$ cat src/rtl/uart_lock_rx.sv
// uart_lock_rx: 8N1 UART receiver with single-byte open/close command decode
// and an optional auto-relock timer driving the registered lock_open level.
//
// Output handshake: rx_valid and frame_err are single-cycle pulses with no
// backpressure (there is no ready). rx_byte is stable from the rx_valid cycle
// until the next good frame, and lock_open reacts on the edge that ends the
// rx_valid cycle.
module uart_lock_rx #(
    parameter int         CLK_FREQ          = 50_000_000,
    parameter int         BAUD              = 9600,
    parameter logic [7:0] OPEN_CMD          = 8'h4F,
    parameter logic [7:0] CLOSE_CMD         = 8'h43,
    parameter int         AUTO_CLOSE_CYCLES = 500_000_000
) (
    input  logic       clk,
    input  logic       rst,
    input  logic       rx_pin,
    output logic       lock_open,
    output logic [7:0] rx_byte,
    output logic       rx_valid,
    output logic       frame_err
);

    localparam int CLKS_PER_BIT = CLK_FREQ / BAUD;
    // Guard against a degenerate half-bit of zero when CLKS_PER_BIT is 1.
    localparam int HALF_BIT     = (CLKS_PER_BIT / 2 > 0) ? CLKS_PER_BIT / 2 : 1;
    localparam int BAUD_W       = $clog2(CLKS_PER_BIT + 1);
    localparam logic [BAUD_W-1:0] BIT_END  = BAUD_W'(CLKS_PER_BIT - 1);
    localparam logic [BAUD_W-1:0] HALF_END = BAUD_W'(HALF_BIT - 1);

    // Relock counter sized for its largest value; width stays legal when disabled.
    localparam int RC_MAX = (AUTO_CLOSE_CYCLES > 0) ? AUTO_CLOSE_CYCLES : 1;
    localparam int RC_W   = $clog2(RC_MAX + 1);
    localparam logic [RC_W-1:0] RC_END = RC_W'(RC_MAX - 1);

    localparam logic [2:0] ST_IDLE      = 3'd0;
    localparam logic [2:0] ST_START     = 3'd1;
    localparam logic [2:0] ST_DATA      = 3'd2;
    localparam logic [2:0] ST_STOP      = 3'd3;
    localparam logic [2:0] ST_WAIT_HIGH = 3'd4;

    logic              rx_meta;
    logic              rx_s;
    logic [2:0]        state;
    logic [BAUD_W-1:0] baud_cnt;
    logic [2:0]        bit_idx;
    logic [7:0]        shift_reg;
    logic [RC_W-1:0]   relock_cnt;

    // Two-flop synchroniser; resets to the idle-high line level.
    always_ff @(posedge clk or posedge rst) begin
        if (rst) begin
            rx_meta <= 1'b1;
            rx_s    <= 1'b1;
        end else begin
            rx_meta <= rx_pin;
            rx_s    <= rx_meta;
        end
    end

    // Receive FSM: mid-bit sampling from the start edge, stop-bit check, and
    // a wait-for-high after a framing error so a held-low line cannot retrigger.
    always_ff @(posedge clk or posedge rst) begin
        if (rst) begin
            state     <= ST_IDLE;
            baud_cnt  <= '0;
            bit_idx   <= '0;
            shift_reg <= '0;
            rx_byte   <= '0;
            rx_valid  <= 1'b0;
            frame_err <= 1'b0;
        end else begin
            rx_valid  <= 1'b0;
            frame_err <= 1'b0;
            case (state)
                ST_IDLE: begin
                    if (!rx_s) begin
                        state    <= ST_START;
                        baud_cnt <= '0;
                    end
                end
                ST_START: begin
                    if (baud_cnt == HALF_END) begin
                        baud_cnt <= '0;
                        bit_idx  <= '0;
                        // A line back high at mid-start is a glitch, not a frame.
                        state    <= rx_s ? ST_IDLE : ST_DATA;
                    end else begin
                        baud_cnt <= baud_cnt + 1'b1;
                    end
                end
                ST_DATA: begin
                    if (baud_cnt == BIT_END) begin
                        baud_cnt  <= '0;
                        shift_reg <= {rx_s, shift_reg[7:1]};
                        if (bit_idx == 3'd7) begin
                            state <= ST_STOP;
                        end else begin
                            bit_idx <= bit_idx + 1'b1;
                        end
                    end else begin
                        baud_cnt <= baud_cnt + 1'b1;
                    end
                end
                ST_STOP: begin
                    if (baud_cnt == BIT_END) begin
                        baud_cnt <= '0;
                        if (rx_s) begin
                            rx_byte  <= shift_reg;
                            rx_valid <= 1'b1;
                            state    <= ST_IDLE;
                        end else begin
                            frame_err <= 1'b1;
                            state     <= ST_WAIT_HIGH;
                        end
                    end else begin
                        baud_cnt <= baud_cnt + 1'b1;
                    end
                end
                ST_WAIT_HIGH: begin
                    if (rx_s) begin
                        state <= ST_IDLE;
                    end
                end
                default: begin
                    state <= ST_IDLE;
                end
            endcase
        end
    end

    // Command decode and auto-relock; a decoded command takes priority over
    // the timer, so an OPEN landing on the relock cycle keeps the lock open.
    always_ff @(posedge clk or posedge rst) begin
        if (rst) begin
            lock_open  <= 1'b0;
            relock_cnt <= '0;
        end else if (rx_valid && (rx_byte == OPEN_CMD)) begin
            lock_open  <= 1'b1;
            relock_cnt <= '0;
        end else if (rx_valid && (rx_byte == CLOSE_CMD)) begin
            lock_open  <= 1'b0;
            relock_cnt <= '0;
        end else if ((AUTO_CLOSE_CYCLES != 0) && lock_open) begin
            if (relock_cnt == RC_END) begin
                lock_open  <= 1'b0;
                relock_cnt <= '0;
            end else begin
                relock_cnt <= relock_cnt + 1'b1;
            end
        end
    end

endmodule

$ cat config.mk
export PLATFORM = sky130hd
export DESIGN_NAME = uart_lock_rx
export DESIGN_NICKNAME = d
export VERILOG_FILES = /design/src/rtl/uart_lock_rx.sv
export SDC_FILE = /design/constraint.sdc
export NUM_CORES = 1
export LEC_CHECK = 0
export BUFFER_PORTS_ARGS = -buffer_cell sky130_fd_sc_hd__buf_2
export CAP_MARGIN = 20
export CORE_ASPECT_RATIO = 1.25
export CORE_MARGIN = 5
export CORE_UTILIZATION = 61
export CTS_CLUSTER_SIZE = 8
export DETAILED_ROUTE_END_ITERATION = 8
export HOLD_SLACK_MARGIN = 0.1
export PLACE_DENSITY = 0.78
export SLEW_MARGIN = 15
export SYNTH_ARGS = -nofsm -noshare
export SYNTH_HDL_FRONTEND = slang
export SYNTH_SLANG_ARGS = --single-unit
$ cat constraint.sdc
create_clock -name clk -period 2.22 [get_ports clk]
set_input_delay 0.111 -clock clk [delete_from_list [all_inputs] [get_ports clk]]
set_output_delay 0.111 -clock clk [all_outputs]
set_load 0.03 [all_outputs]
==> results of run 1 <==
==> repair_timing <==
action / 4_1_cts / 5_1_grt
endpoints found under the setup margin: 0 / 3
buffers inserted: 0 / 0
hold buffers: 2 / 0
hold endpoints to repair: 47 / 0
gates resized for setup: 0 / 1
==> tightest hold or removal path: cells and delay by family <==
kind / cells / cell delay, ns
buffers and inverters: 3 / 0.93
==> where the power goes <==
part	internal (mW)	leakage [nW]	switching [mW]	total [mW]
clock network	0.431	0.0943	0.554	0.985
logic	0.00897	0.912	0.0266	0.0355
registers	1.26	0.943	0.00256	1.26
total	1.70	1.95	0.583	2.28
==> area by class of cell <==
type,instances,area [um2]
Inverter,5,18.8
Fill cell,412,1680
Clock buffer,9,124
Multi-Input combinational cell,256,1740
Sequential cell,69,1730
Clock inverter,7,65.1
Tap cell,66,82.6
Timing Repair Buffer,40,298
==> layout by cell type (no fill, tap or decap), types with 2 or more instances in the layout <==
cell type,count
mux2i_1,2
dfstp_2,2
nand4b_1,2
buf_4,23
buf_12,2
nand4_1,20
nor2b_1,2
and3_1,9
mux2_2,20
buf_2,13
clkinv_4,2
xor2_1,20
nor3_1,10
dfrtp_1,67
and4_1,4
and2_1,3
nand2b_1,3
a22o_1,4
a31oi_1,8
nor4_1,4
clkbuf_8,9
or3_1,3
inv_1,4
or4_1,2
o211ai_1,2
ha_1,4
nand2_1,22
nand3_1,18
o21ai_0,4
nor4bb_1,2
a21oi_1,16
inv_8,2
dlygate4sd3_1,2
nor2_1,37
inv_6,2
==> how the worst min path moves through the flow <==
stage,start,end,slack [ns],cells after the start
2_1_floorplan,rx_pin,rx_meta$_DFF_PP1_,0.12,0
3_3_place_gp,rst,baud_cnt[3]$_DFFE_PP0P_,0.08,2
3_5_place_dp,rst,baud_cnt[1]$_DFFE_PP0P_,0.1,2
4_1_cts,rst,baud_cnt[1]$_DFFE_PP0P_,0.25,3
5_1_grt,rst,baud_cnt[0]$_DFFE_PP0P_,0.30,3
6_report,rst,baud_cnt[1]$_DFFE_PP0P_,0.27,3
==> per-stage QoR <==
step | utilization [%] | hold WS [ns] | instances
2_1_floorplan | - | 0.115 | 342
3_3_place_gp | 67.0 | 0.0821 | 434
3_5_place_dp | 67.0 | 0.0981 | 434
4_1_cts | 70.7 | 0.253 | 452
5_1_grt | 70.7 | 0.305 | 452
6_report | 70.7 | 0.266 | 452
==> kinds of logic (layout without fill, tap and decap cells) <==
family,Yosys count,after routing
and+or+nand+nor,156,156
muxes,22,22
DFF,69,69
adders and majority gates,4,4
xor gates and xnor gates,21,21
AOI/OAI and AO/OA,53,53
buffers and inverters,17,61
==> routing by layer <==
| metal | wire length [um] | vias up | GRT usage [%] |
|---|---|---|---|
| met5 | 0 | - | 0 |
| met4 | 260 | 0 | 12.8 |
| met3 | 304 | 27 | 4.91 |
| met2 | 3820 | 79 | 37.4 |
| met1 | 3110 | 1369 | 26.9 |
| li1 | - | 1356 | - |
==> flow_summary.ini, run 1 <==
[sta]
fmax_ghz = 0.483
rsz0062_at_grt = false
finalSetupViolCount = 0
min_period_over_period_pct = 93.3
max_slew_margin_pct = 73.3
setup-tns-final_ns = 0
period_minus_slack_ns = 2.07
drv_slew = 0
finalHoldViolations = 0
fin_skew_ns = 0.00624
worstMarginPinSlew_ns = 0.397
setup_slack_ns = 0.148

[place]
dpl.hpwl_um = 5210
place.gp.congestion = 0.841
preCtsSetupSlack_ns = 0.145
placedInstanceArea_um2 = 3850
numPortBuffers = 13

[finish]
largest_register_ffs = 29
diodes = 0
top_regs = relock_cnt x29, baud_cnt x13
layout-drive-gt1-share_pct = 24.6
synthToLayoutAreaGrowth_pct = 13.7
nNetsFinal = 388
fin_area_um2 = 4060
top_register = relock_cnt

[worst_setup_path]
critical_path.cell_chain = ha_1 > nor4bb_1 > and4b_2 > nand3_1 > a21oi_2 > mux2_2
cp_top_family = simple AND/OR/NAND/NOR gates
cp_num_buf_inv = 0
required_ns = 2.47
cp.depth = 6
worstSetupPathType = register to register
critPathMaxStageDelay_ns = 0.41
worstReg2RegStart = baud_cnt[0]$_DFFE_PP0P_
reg2reg_slack_ns = 0.15
r2r-end = bit_idx[1]$_DFFE_PP0P_
crit_end = bit_idx[1]$_DFFE_PP0P_
crit_path_max_fanout = 6
reg2reg_depth = 6
crit_arrival_ns = 2.32
slowest_stage = dfrtp_1
crit_path_end_kind = register
start_kind = register
critPathLaunch = baud_cnt[0]$_DFFE_PP0P_

[die]
die_x_um = 78.4
die_y_um = 95.5
placeableCoreArea_um2 = 5740
rows = 31
io_pins = 14
start_util_pct = 62.2
dieArea_um2 = 7490

[power]
powerDensity_nw_per_um2 = 562
finalPower_mw = 2.28
ir_worst_vdd_mv = 0.438
leakage_nw = 1.95

[detailed_routing]
via_per_inst = 6.26
detail-route-antenna-nets = 0
routedWlPerCell_um = 16.6
num_vias = 2831
drc_errors = 0
wirelength_um = 7490
dr.pass1.iters = 4
detail_route.iter0.violations = 152

[synth]
synth_compound_area_share_pct = 10.5
synth_xor_area_share_pct = 5.15
yosysSeqAreaShare_pct = 48.4
synthMuxAreaShare_pct = 6.87
synth_edf_count = 0
yosysMostFrequentCell = dfrtp_1
synth_cell_types = 65
syn_inst = 342
synthTopCellsByArea = dfrtp_1, mux2_2, xor2_1, nor2_1, nand4_1
synthAdderAreaFrac_pct = 1.40
yosys_most_used_dff = dfrtp_1
postSynthAreaPerCell_um2 = 10.4
yosysTopAreaCellShare_pct = 47.0
synth_common_cells = dfrtp_1, nor2_1, nand2_1
syn_nets = 349
ys_async_sr_fraction_pct = 100
ys_warn_count = 0
synth_top_family_by_area = simple AND/OR/NAND/NOR gates
synth_seq_cells = 69
synth-simple-area-share_pct = 24.6
netlist_area_um2 = 3570
yosysTopAreaCell = dfrtp_1

[clocking]
clockBufferDepth = 2
clockRootBuffer = clkbuf_8
cts.sinks = 69
cts-buffers-inserted = 9
cts_max_level = 3
cts_tree = yes
clk_pin_slew_ns = 0.08
clkLatencyLatePin_ns = 0.36

[global_routing]
grt_pass1_wl_um = 13000
grt_pass1_vias = 2767
overflow = 0
grt_max_degree = 35
antenna_found_initial = 0
grt_usage_pct = 22.4

[run_status]
outcome = finished, final reports clean

[worst_hold_path]
hp-class = primary input to async pin

[flow_run]
drv_cap = 0
(Power assumes the default switching activity.)
==> run 2, diff against run 1 <==
--- a/config.mk
+++ b/config.mk
@@ -5,7 +5,7 @@
 export SDC_FILE = /design/constraint.sdc
 export NUM_CORES = 1
 export LEC_CHECK = 0
-export BUFFER_PORTS_ARGS = -buffer_cell sky130_fd_sc_hd__buf_2
+export BUFFER_PORTS_ARGS = -buffer_cell sky130_fd_sc_hd__buf_4
 export CAP_MARGIN = 20
 export CORE_ASPECT_RATIO = 1.25
 export CORE_MARGIN = 5
==> run 2 against run 1 <==
Effect of this change: design area is 3.0% higher; clock skew up 0.0027 ns; cell count is 1.1% higher; sequential share of layout area decreased by 1.2 points; total power hardly changed; non-clock buffer count increased by 5; global-route usage fell by 0.39 points; critical endpoint is now bit_idx[0]$_DFFE_PP0P_.
==> flow_summary.ini, run 2 (synthesis gave the netlist of run 1 again) <==
[detailed_routing]
drc_errors = 0
wirelength_um = 7590
wl_met2_um = 3910
dr.pass1.iters = 4
top_layer = met4
detail_route.iter0.violations = 166
num_vias = 2906
wl_met3_um = 277
via_per_inst = 6.36
routedWlPerCell_um = 16.6
wl_met1_um = 3180
detail-route-antenna-nets = 0

[global_routing]
antenna_found_initial = 0
grt_max_degree = 43
grt_pass1_vias = 2740
overflow = 0
grt_usage_pct = 22.0
grt_pass1_wl_um = 12800

[worst_setup_path]
reg2reg_slack_ns = 0.05
required_ns = 2.46
crit_path_end_kind = register
crit_arrival_ns = 2.41
crit_path_max_fanout = 3
worstSetupPathType = register to register
start_kind = register

[die]
die_y_um = 95.5
rows = 31
io_pins = 14
start_util_pct = 62.2
placeableCoreArea_um2 = 5740
dieArea_um2 = 7490
die_x_um = 78.4

[power]
ir_worst_vdd_mv = 0.360
powerDensity_nw_per_um2 = 546
leakage_nw = 1.99

[finish]
layout-drive-gt1-share_pct = 25.8
layout_common_cells = dfrtp_1, buf_4, nor2_1
synthToLayoutAreaGrowth_pct = 17.1
top_regs = relock_cnt x29, baud_cnt x13
final_util_pct = 72.8
nNetsFinal = 393
final_common_cell = dfrtp_1
diodes = 0
top_register = relock_cnt
largest_register_ffs = 29

[clocking]
clockRootBuffer = clkbuf_8
clkLatencyLatePin_ns = 0.36
cts-buffers-inserted = 9
clk_pin_slew_ns = 0.09
clockBufferDepth = 2
post_cts_buffers = 0
cts.sinks = 69
cts_max_level = 3
cts_tree = yes

[sta]
fmax_ghz = 0.461
setup-tns-final_ns = 0
fin_skew_ns = 0.00899
period_minus_slack_ns = 2.17
rsz0062_at_grt = true
hold_slack_ns = 0.363
finalHoldViolations = 0
max_slew_margin_pct = 57.5
worstMarginPinSlew_ns = 0.637
finalSetupViolCount = 0
drv_slew = 0
min_period_over_period_pct = 97.6

[place]
place.gp.congestion = 0.856
dpl.hpwl_um = 5210
numPortBuffers = 13

[worst_hold_path]
hp-class = register to register

[run_status]
outcome = finished, final reports clean

[flow_run]
drv_cap = 0
-- run 2: changes by cell type in the layout (fill, tap and decap cells not counted), moves of 3 or more --
| cell | before | now |
|---|---|---|
| buf_4 | 23 | 41 |
| buf_2 | 13 | 0 |
| mux2_2 | 20 | 17 |
| mux2_4 | 0 | 3 |
-- run 2: where the power goes --
part	switching (mW)	internal [mW]
clock network	0.555	0.432
registers	0.00262	1.26
logic	0.0253	0.00878
-- run 2: what timing repair did --
action                                  CTS  global route
hold buffers                              2             0
endpoints found under the setup margin    0            15
resized for setup                         0             8
hold endpoints to repair                 26             0
-- run 2: cell type report --
class	instances	area [um2]
inverters	5	18.8
multi-input cells	256	1790
clock inverters	7	65.1
fillers	398	1560
clock buffers	9	124
repair buffers	45	368
flip-flops and latches	69	1730
well taps	66	82.6
-- run 2: layer usage --
layer	up-vias	global-route usage, %
met5	-	0
met4	0	12.0
met3	21	5.29
met2	61	36.1
met1	1457	26.8
li1	1367	-
-- run 2: critical path, cell delays in order (launching register included) --
cell and delay (ns):
dfrtp_1 0.39, or4b_4 0.55, nor4_4 0.35, buf_4 0.20
o21bai_4 0.07, a21oi_4 0.18, mux2_4 0.32
-- run 2: path summary, 6_finish.rpt --
check                                         from                         end  cells past startpoint
setup / recovery           baud_cnt[8]$_DFFE_PP0P_      bit_idx[0]$_DFFE_PP0P_                      6
hold / removal                   rx_meta$_DFF_PP1_              rx_s$_DFF_PP1_                      0
setup reg to reg           baud_cnt[8]$_DFFE_PP0P_      bit_idx[0]$_DFFE_PP0P_                      6
hold reg to reg                  rx_meta$_DFF_PP1_              rx_s$_DFF_PP1_                      0
max in group asynchronous                      rst  relock_cnt[22]$_DFFE_PP0P_                      4
min in group asynchronous                      rst     baud_cnt[0]$_DFFE_PP0P_                      3
-- run 2: stage by stage --
stage / total power, mW / setup slack, ns / cell area [um2] / cells
final: 2.28 / 0.0523 / 4180 / 457
after global routing: 2.37 / -0.0120 / 4180 / 457
after CTS: 2.31 / 0.0178 / 4130 / 457
after detailed placement: 1.32 / 0.0406 / 3920 / 439
after global placement: 1.32 / 0.128 / 3920 / 439
after floorplan: 1.31 / 0.216 / 3570 / 342
